File: config.mk
export PLATFORM = sky130hd
export DESIGN_NAME = mc_controller
export DESIGN_NICKNAME = d
export VERILOG_FILES = /design/src/rtl/mc_controller.sv
export SDC_FILE = /design/constraint.sdc
export NUM_CORES = 1
export LEC_CHECK = 0
export ABC_CLOCK_PERIOD_IN_PS = 2600
export BUFFER_PORTS_ARGS = -buffer_cell sky130_fd_sc_hd__clkbuf_2
export CORE_ASPECT_RATIO = 0.7
export CORE_UTILIZATION = 54
export DETAILED_ROUTE_END_ITERATION = 16
export HOLD_SLACK_MARGIN = 0.12
export PLACE_DENSITY = 0.8
export SETUP_SLACK_MARGIN = 0.2
export SYNTH_ARGS = -nofsm -noshare
export SYNTH_HDL_FRONTEND = slang
export SYNTH_SLANG_ARGS = --single-unit
File: constraint.sdc
create_clock -name clk -period 2.6 [get_ports clk]
set_clock_uncertainty 0.1 [all_clocks]
set_input_delay 0.26 -clock clk [delete_from_list [all_inputs] [get_ports clk]]
set_output_delay 0.26 -clock clk [all_outputs]
set_load 0.05 [all_outputs]
File: src/rtl/mc_controller.sv
// Multicycle MIPS control unit: registered FSM sequencing fetch/decode/execute/memory/writeback
// with a variable-latency memory handshake, optional 64-bit ops and a retired-instruction counter.
module mc_controller #(
    parameter int XLEN  = 32,
    parameter int CNT_W = 32
) (
    input  logic             clk,
    input  logic             reset,
    input  logic [5:0]       op,
    input  logic [5:0]       funct,
    input  logic             mem_ready,
    output logic             mem_req,
    output logic             iord,
    output logic             memwrite,
    output logic             irwrite,
    output logic             pcwrite,
    output logic             branch,
    output logic             branch_ne,
    output logic             regdst,
    output logic             memtoreg,
    output logic             regwrite,
    output logic             alusrca,
    output logic [1:0]       alusrcb,
    output logic [1:0]       pcsrc,
    output logic [3:0]       alucontrol,
    output logic             dtype,
    output logic             illegal_op,
    output logic [CNT_W-1:0] retired
);

    typedef enum logic [3:0] {
        FETCH, DECODE, MEMADR, MEMRD, MEMWB, MEMWR,
        EXEC, ALUWB, IMMEX, IMMWB, BRANCH, JUMP
    } state_t;

    typedef enum logic [2:0] {
        CL_LOAD, CL_STORE, CL_RTYPE, CL_IMM, CL_BEQ, CL_BNE, CL_JUMP, CL_ILL
    } class_t;

    localparam logic [3:0] ALU_AND = 4'b0000;
    localparam logic [3:0] ALU_OR  = 4'b0001;
    localparam logic [3:0] ALU_ADD = 4'b0010;
    localparam logic [3:0] ALU_SUB = 4'b0110;
    localparam logic [3:0] ALU_SLT = 4'b0111;

    localparam bit WIDE = (XLEN == 64);

    state_t             state_q, state_d;
    class_t             class_q, class_d;
    logic [3:0]         alu_q, alu_d;
    logic               dtype_q, dtype_d;
    logic [CNT_W-1:0]   retired_q, retired_d;

    class_t             dec_class;
    logic [3:0]         dec_alu;
    logic               dec_dtype;
    logic               retire;

    // Raw decode of the live instruction-register fields; only consumed in DECODE.
    always_comb begin
        dec_class = CL_ILL;
        dec_alu   = ALU_ADD;
        dec_dtype = 1'b0;
        case (op)
            6'b000000: begin
                case (funct)
                    6'h20, 6'h21: dec_class = CL_RTYPE;
                    6'h22, 6'h23: begin dec_class = CL_RTYPE; dec_alu = ALU_SUB; end
                    6'h24:        begin dec_class = CL_RTYPE; dec_alu = ALU_AND; end
                    6'h25:        begin dec_class = CL_RTYPE; dec_alu = ALU_OR;  end
                    6'h2A:        begin dec_class = CL_RTYPE; dec_alu = ALU_SLT; end
                    6'h2C: if (WIDE) begin dec_class = CL_RTYPE; dec_dtype = 1'b1; end
                    6'h2E: if (WIDE) begin
                        dec_class = CL_RTYPE;
                        dec_alu   = ALU_SUB;
                        dec_dtype = 1'b1;
                    end
                    default: dec_class = CL_ILL;
                endcase
            end
            6'b100011: dec_class = CL_LOAD;
            6'b101011: dec_class = CL_STORE;
            6'b110111: if (WIDE) begin dec_class = CL_LOAD;  dec_dtype = 1'b1; end
            6'b111111: if (WIDE) begin dec_class = CL_STORE; dec_dtype = 1'b1; end
            6'b000100: dec_class = CL_BEQ;
            6'b000101: dec_class = CL_BNE;
            6'b001000: dec_class = CL_IMM;
            6'b011000: if (WIDE) begin dec_class = CL_IMM; dec_dtype = 1'b1; end
            6'b000010: dec_class = CL_JUMP;
            default:   dec_class = CL_ILL;
        endcase
    end

    always_comb begin
        state_d = state_q;
        class_d = class_q;
        alu_d   = alu_q;
        dtype_d = dtype_q;
        retire  = 1'b0;
        case (state_q)
            FETCH:  if (mem_ready) state_d = DECODE;
            DECODE: begin
                class_d = dec_class;
                alu_d   = dec_alu;
                dtype_d = dec_dtype;
                case (dec_class)
                    CL_LOAD, CL_STORE: state_d = MEMADR;
                    CL_RTYPE:          state_d = EXEC;
                    CL_IMM:            state_d = IMMEX;
                    CL_BEQ, CL_BNE:    state_d = BRANCH;
                    CL_JUMP:           state_d = JUMP;
                    default:           state_d = FETCH;
                endcase
            end
            MEMADR: state_d = (class_q == CL_LOAD) ? MEMRD : MEMWR;
            MEMRD:  if (mem_ready) state_d = MEMWB;
            MEMWB:  begin state_d = FETCH; retire = 1'b1; end
            MEMWR:  if (mem_ready) begin state_d = FETCH; retire = 1'b1; end
            EXEC:   state_d = ALUWB;
            ALUWB:  begin state_d = FETCH; retire = 1'b1; end
            IMMEX:  state_d = IMMWB;
            IMMWB:  begin state_d = FETCH; retire = 1'b1; end
            BRANCH: begin state_d = FETCH; retire = 1'b1; end
            JUMP:   begin state_d = FETCH; retire = 1'b1; end
            default: state_d = FETCH;
        endcase
        retired_d = retire ? retired_q + CNT_W'(1) : retired_q;
    end

    always_ff @(posedge clk) begin
        if (reset) begin
            state_q   <= FETCH;
            class_q   <= CL_ILL;
            alu_q     <= ALU_ADD;
            dtype_q   <= 1'b0;
            retired_q <= '0;
        end else begin
            state_q   <= state_d;
            class_q   <= class_d;
            alu_q     <= alu_d;
            dtype_q   <= dtype_d;
            retired_q <= retired_d;
        end
    end

    // Everything is forced low while reset is asserted, including the counter view.
    always_comb begin
        mem_req    = 1'b0;
        iord       = 1'b0;
        memwrite   = 1'b0;
        irwrite    = 1'b0;
        pcwrite    = 1'b0;
        branch     = 1'b0;
        branch_ne  = 1'b0;
        regdst     = 1'b0;
        memtoreg   = 1'b0;
        regwrite   = 1'b0;
        alusrca    = 1'b0;
        alusrcb    = 2'b00;
        pcsrc      = 2'b00;
        alucontrol = 4'b0000;
        dtype      = 1'b0;
        illegal_op = 1'b0;
        if (!reset) begin
            case (state_q)
                FETCH: begin
                    mem_req    = 1'b1;
                    alusrcb    = 2'b01;
                    alucontrol = ALU_ADD;
                    irwrite    = mem_ready;
                    pcwrite    = mem_ready;
                end
                DECODE: begin
                    alusrcb    = 2'b11;
                    alucontrol = ALU_ADD;
                    illegal_op = (dec_class == CL_ILL);
                end
                MEMADR: begin
                    alusrca    = 1'b1;
                    alusrcb    = 2'b10;
                    alucontrol = ALU_ADD;
                    dtype      = dtype_q;
                end
                MEMRD: begin
                    mem_req = 1'b1;
                    iord    = 1'b1;
                    dtype   = dtype_q;
                end
                MEMWB: begin
                    memtoreg = 1'b1;
                    regwrite = 1'b1;
                    dtype    = dtype_q;
                end
                MEMWR: begin
                    mem_req  = 1'b1;
                    iord     = 1'b1;
                    memwrite = 1'b1;
                    dtype    = dtype_q;
                end
                EXEC: begin
                    alusrca    = 1'b1;
                    alucontrol = alu_q;
                    dtype      = dtype_q;
                end
                ALUWB: begin
                    regdst   = 1'b1;
                    regwrite = 1'b1;
                end
                IMMEX: begin
                    alusrca    = 1'b1;
                    alusrcb    = 2'b10;
                    alucontrol = ALU_ADD;
                    dtype      = dtype_q;
                end
                IMMWB: regwrite = 1'b1;
                BRANCH: begin
                    alusrca    = 1'b1;
                    alucontrol = ALU_SUB;
                    pcsrc      = 2'b01;
                    branch     = (class_q == CL_BEQ);
                    branch_ne  = (class_q == CL_BNE);
                end
                JUMP: begin
                    pcsrc   = 2'b10;
                    pcwrite = 1'b1;
                end
                default: mem_req = 1'b0;
            endcase
        end
    end

    assign retired = reset ? '0 : retired_q;

endmodule

-- After elaboration in Yosys (flattened, before gate mapping)
Index checks and enable logic that the tools add are counted.
- output and inout bits: 53
- input bits: 15
- word-level logic and storage cells: 100
- register bits after elaboration: 43
- add/subtract/negate cells: 1
- muxes and demuxes: 43
- reductions and logical operators: 16
- equality and inequality tests: 36
- operator list (kind ; number):
    equality test 6 bit, second input constant ; 9
    adder 32 x 1 -> 32 bit, second input constant ; 1
    two-way mux 32 bit ; 1
    one-hot mux 4 bit (7 select lines) ; 1
    two-way mux 1 bit ; 24
    one-hot mux 3 bit (7 select lines) ; 1
    one-hot mux 4 bit (5 select lines) ; 1
    equality test 3 bit, second input constant ; 6
    equality test 4 x 3 -> 1 bit, second input constant ; 4
    equality test 4 bit, second input constant ; 4
    two-way mux 4 bit ; 4
    equality test 6 x 3 -> 1 bit, second input constant ; 2
    one-hot mux 3 bit (4 select lines) ; 1
    one-hot mux 4 bit (3 select lines) ; 1
    OR reduction 2 bit ; 5
    two-way mux 3 bit ; 3
    equality test 4 x 2 -> 1 bit, second input constant ; 2
    OR reduction 4 bit ; 2
    OR reduction 7 bit ; 1
    equality test 3 x 2 -> 1 bit, second input constant ; 2
    equality test 6 x 2 -> 1 bit, second input constant ; 1
    equality test 6 x 4 -> 1 bit, second input constant ; 1
    zero test 3 bit ; 2
    zero test 6 bit ; 1
    other kinds (11) ; 16

-- Depth between registers and ports, before layout
- depth after elaboration: 8
- mapped depth: 8
- gate-level depth less buffers: 6

-- Worst setup path after synthesis
OpenSTA, ideal clock, no wires.
- path type: register to output
- from: register state_q[0]
- to: output port branch
- arrival time: 3383 ps
- path buffers: 0
- slack: -1143 ps
- required time: 2240 ps
- stages on the path, launching flop included: 5
- path through: dfxtp_1 -> inv_1 -> nand2_1 -> nor3_1 -> nor4bb_1
- word-level cells in the longest chain between the ends: 3
- RTL lines (element ; line ; text):
    start: declaration ; 48 ; state_t state_q, state_d;
    start signal: assignment ; 138 ; state_q <= state_d;
    equality test 4 bit ; 165 ; case (state_q)
    two-way mux 1 bit ; 165 ;
    two-way mux 1 bit ; 164 ; if (!reset) begin
    end: declaration ; 17 ; output logic branch,
No other way between the ends.

-- Final worst setup path
- from: input port op[1]
- to: output port illegal_op
- word-level cells in the longest chain between the ends: 5
- elaborated cells between the ends (all ways): 11
- those cells by class: eq/ne (7); mux (3); reduce/logical (1)
- RTL lines (element ; line ; text):
    start: declaration ; 9 ; input logic [5:0] op,
    equality test 6 x 2 -> 1 bit (tied with other cells) ; 64 ; case (op)
    one-hot mux 3 bit (7 select lines) (*) ; 64 ;
    equality test 3 bit (*) ; 176 ; illegal_op = (dec_class == CL_ILL);
    two-way mux 1 bit (*) ; 165 ;
    two-way mux 1 bit (*) ; 164 ;
    end: declaration ; 27 ; output logic illegal_op,
Mark *: on every way between the ends. The rest lies on a longest branch, timed or not.

==> results.ini <==
[routing]
wire_per_inst_um = 14.33
wl_met1_um = 3799
top_layer = met4
drt_iter0_drc = 302
first_pass_iters = 5
num_vias = 2994
wl_um = 7395
wl_met3_um = 503
drc = 0
dr_wl_met2_um = 2989
routed_via_density = 5.802
antenna_left = 0

[die]
die_height_um = 63.32
die_w_um = 89.60
start_util_pct = 58.40
die_area_sq_mm = 0.005673
core_area_sq_mm = 0.004966
ioPinCount = 68
rows = 21

[global_routing]
grt_max_degree = 82
grt_pass1_wl_um = 12160
grt_pass1_vias = 2499
grt_overflow_total = 0
grt_usage_pct = 27.51
antenna_found_initial = 0

[clock_network]
ctsRootBufferMaster = clkbuf_8
clockBufferDepth = 2
hold_buffers = 0
clk_latency_ns = 0.30
htree_levels = 2
tritoncts = yes
clk_pin_slew_ns = 0.08
cts_made_buffers = 5
cts_sinks = 42

[yosys]
yosys.cell_types.count = 56
synthFlopType = dfxtp_1
syn_avg_cell_area_sq_um = 7.553
async_flop_share_pct = 0
synth-seq-cells = 42
synth_edf_count = 0
yosys.cell_count.top_type = nor2_1
synth_top_area_share_pct = 28.99
synth_cells = 384
synthTopCellsByCount = 47 x nor2_1, 42 x dfxtp_1, 31 x nor2b_1
yosysTopAreaCell = dfxtp_1
syn_area_sq_mm = 0.002900
ys_warn_count = 0
yosysSeqAreaShare_pct = 28.99
netlist_top_cells_area = dfxtp_1 29%, nor2b_1 6.7%, nor2_1 6.1%, xor2_1 4.2%, nand4_1 3.7%

[layout]
syn_to_final_growth_pct = 19.37
final_util_pct = 69.72
nFillCells = 435
seq_area_sq_um = 842.1
multi_input_area_sq_mm = 0.001939
drive_gt1_share_pct = 24.83
diodes = 0
finalNonFillerCells = 516
nets = 462

[hold_path]
hold_path.class = input port to flop

[critical_path]
crit_chain = clkbuf_2 -> or2_2 -> a2111oi_1 -> o221a_2 -> nor3_2 -> clkbuf_2
critPathMaxFanout = 12
crit_type = input port to output pin
cp-end-kind = output pin
crit_path_max_incr_delay_ns = 0.59
required_ns = 2.24
cp.arrival_ns = 1.96
crit_path_frequent_cell = clkbuf_2
cp_slowest_cell = a2111oi_1
critPathLaunchType = input port

[timing]
tns_ns = 0
tightest_slew_ns = 0.6001
clock.fmax_mhz = 431.4
relSlewSlack_pct = 59.89
min_period_over_period_pct = 89.15
fin_crit_ns = 2.318
finalHoldViolCount = 0
grt_setup_unrepaired = false
setup_viol = 0
maxSlewViolCount = 0
whs_ns = 0.1848

[power]
power_frac_clock_pct = 37.3
p_switching_mw = 0.3826
irDropWorstVdd_mv = 0.2604
leakagePower_nw = 1.347
p_seq_share_pct = 48.2
sw_frac_of_total_pct = 27.60
internal_power_mw = 1.004
p_per_area_mw_per_mm2 = 400.4
p_total_mw = 1.386
pwr-share-comb_pct = 14.5

[placed_design]
port_buffers = 65
gp_congestion = 0.8738
dp.cells = 507
dp_hpwl_um = 5311

[run]
max_cap_violations = 0

[status]
outcome = finished clean

==> stage by stage <==
stage / worst slack [ns] / instance area, sq um
2_1_floorplan: 0.06571 / 2935
3_3_place_gp: 0.3434 / 3346
3_5_place_dp: 0.2164 / 3346
4_1_cts: 0.2052 / 3452
5_1_grt: 0.2040 / 3462
6_report: 0.2820 / 3462
==> worst paths after layout <==
kind,start,to,slack (ns),cells past startpoint
max,op[1],illegal_op,0.28,6
min,funct[1],alu_q[2],0.18,3
max reg2reg,retired_q[4],retired_q[24],0.43,4
min reg2reg,alu_q[2],alu_q[2],0.37,2
==> sequential cells by signal (all words and copies together), names as in the netlist <==
name	cells
alu_q	3
class_q	3
retired_q	32
state_q	4
==> final cells by class <==
cell class,count,area share [%]
Timing Repair Buffer,81,13.23
Sequential cell,42,24.32
Inverter,8,0.8674
Multi-Input combinational cell,308,56.02
Clock buffer,7,2.205
Clock inverter,1,0.8674
Tap cell,69,2.494
==> per-layer routing <==
metal,up-vias,GRT usage (%)
li1,1497,-
met3,11,4.063
met1,1366,43.46
met2,120,37.41
met5,-,0
met4,0,8.532
==> worst max-delay path, delay by kind of cell <==
kind / cells / cell delay, ns
compound gates: 2 / 0.92
buf+inv: 2 / 0.40
simple gates: 2 / 0.37
==> power by group through the flow <==
stage | combinational (mW) | clock [mW] | sequential, mW
finish | 0.201 | 0.517 | 0.668
global placement | 0.196 | 0 | 0.681
floorplan | 0.148 | 0 | 0.674
global route | 0.218 | 0.552 | 0.670
detailed placement | 0.198 | 0 | 0.683
CTS | 0.199 | 0.527 | 0.667
==> kinds of logic (layout without fill, tap and decap cells) <==
| group | Yosys count | count (layout) | share of synthesized area, % |
|---|---|---|---|
| adder cells (fa/ha/maj) | 1 | 1 | 0.4313 |
| AO/OA/AOI/OAI | 67 | 67 | 15.62 |
| XOR/XNOR | 18 | 18 | 5.436 |
| multiplexers | 4 | 4 | 1.467 |
| other | 1 | 2 | 0.1293 |
| flip-flops | 42 | 42 | 28.99 |
| buffers and inverters | 35 | 97 | 5.393 |
| AND/OR/NAND/NOR | 216 | 216 | 42.54 |
==> cell usage in the layout (no fill, tap or decap), types with 3 or more instances in the layout <==
| cell type | instances |
|---|---|
| buf_4 | 15 |
| clkbuf_8 | 5 |
| nand3b_1 | 3 |
| or3_1 | 8 |
| nor3_2 | 3 |
| nor3_1 | 15 |
| and4_1 | 5 |
| and3_1 | 9 |
| xnor2_1 | 4 |
| inv_1 | 8 |
| dfxtp_1 | 41 |
| a211o_1 | 3 |
| nand2_1 | 24 |
| nand4_1 | 17 |
| o31ai_1 | 6 |
| or2_2 | 3 |
| xor2_1 | 14 |
| and2_1 | 5 |
| nor2b_1 | 31 |
| a211oi_1 | 4 |
| nor4_1 | 4 |
| nor2_1 | 47 |
| a21oi_1 | 21 |
| or4_1 | 4 |
| nor4b_2 | 3 |
| clkbuf_2 | 65 |
| o21ai_0 | 14 |
| nand2b_1 | 8 |
| a22oi_1 | 4 |
| nand3_1 | 16 |
==> timing repair <==
| item | 4_1_cts | 5_1_grt |
|---|---|---|
| gates resized for setup | 0 | 2 |
| endpoints found under the setup margin | 0 | 11 |
| buffers inserted | 0 | 1 |
(Power assumes the default switching activity.)
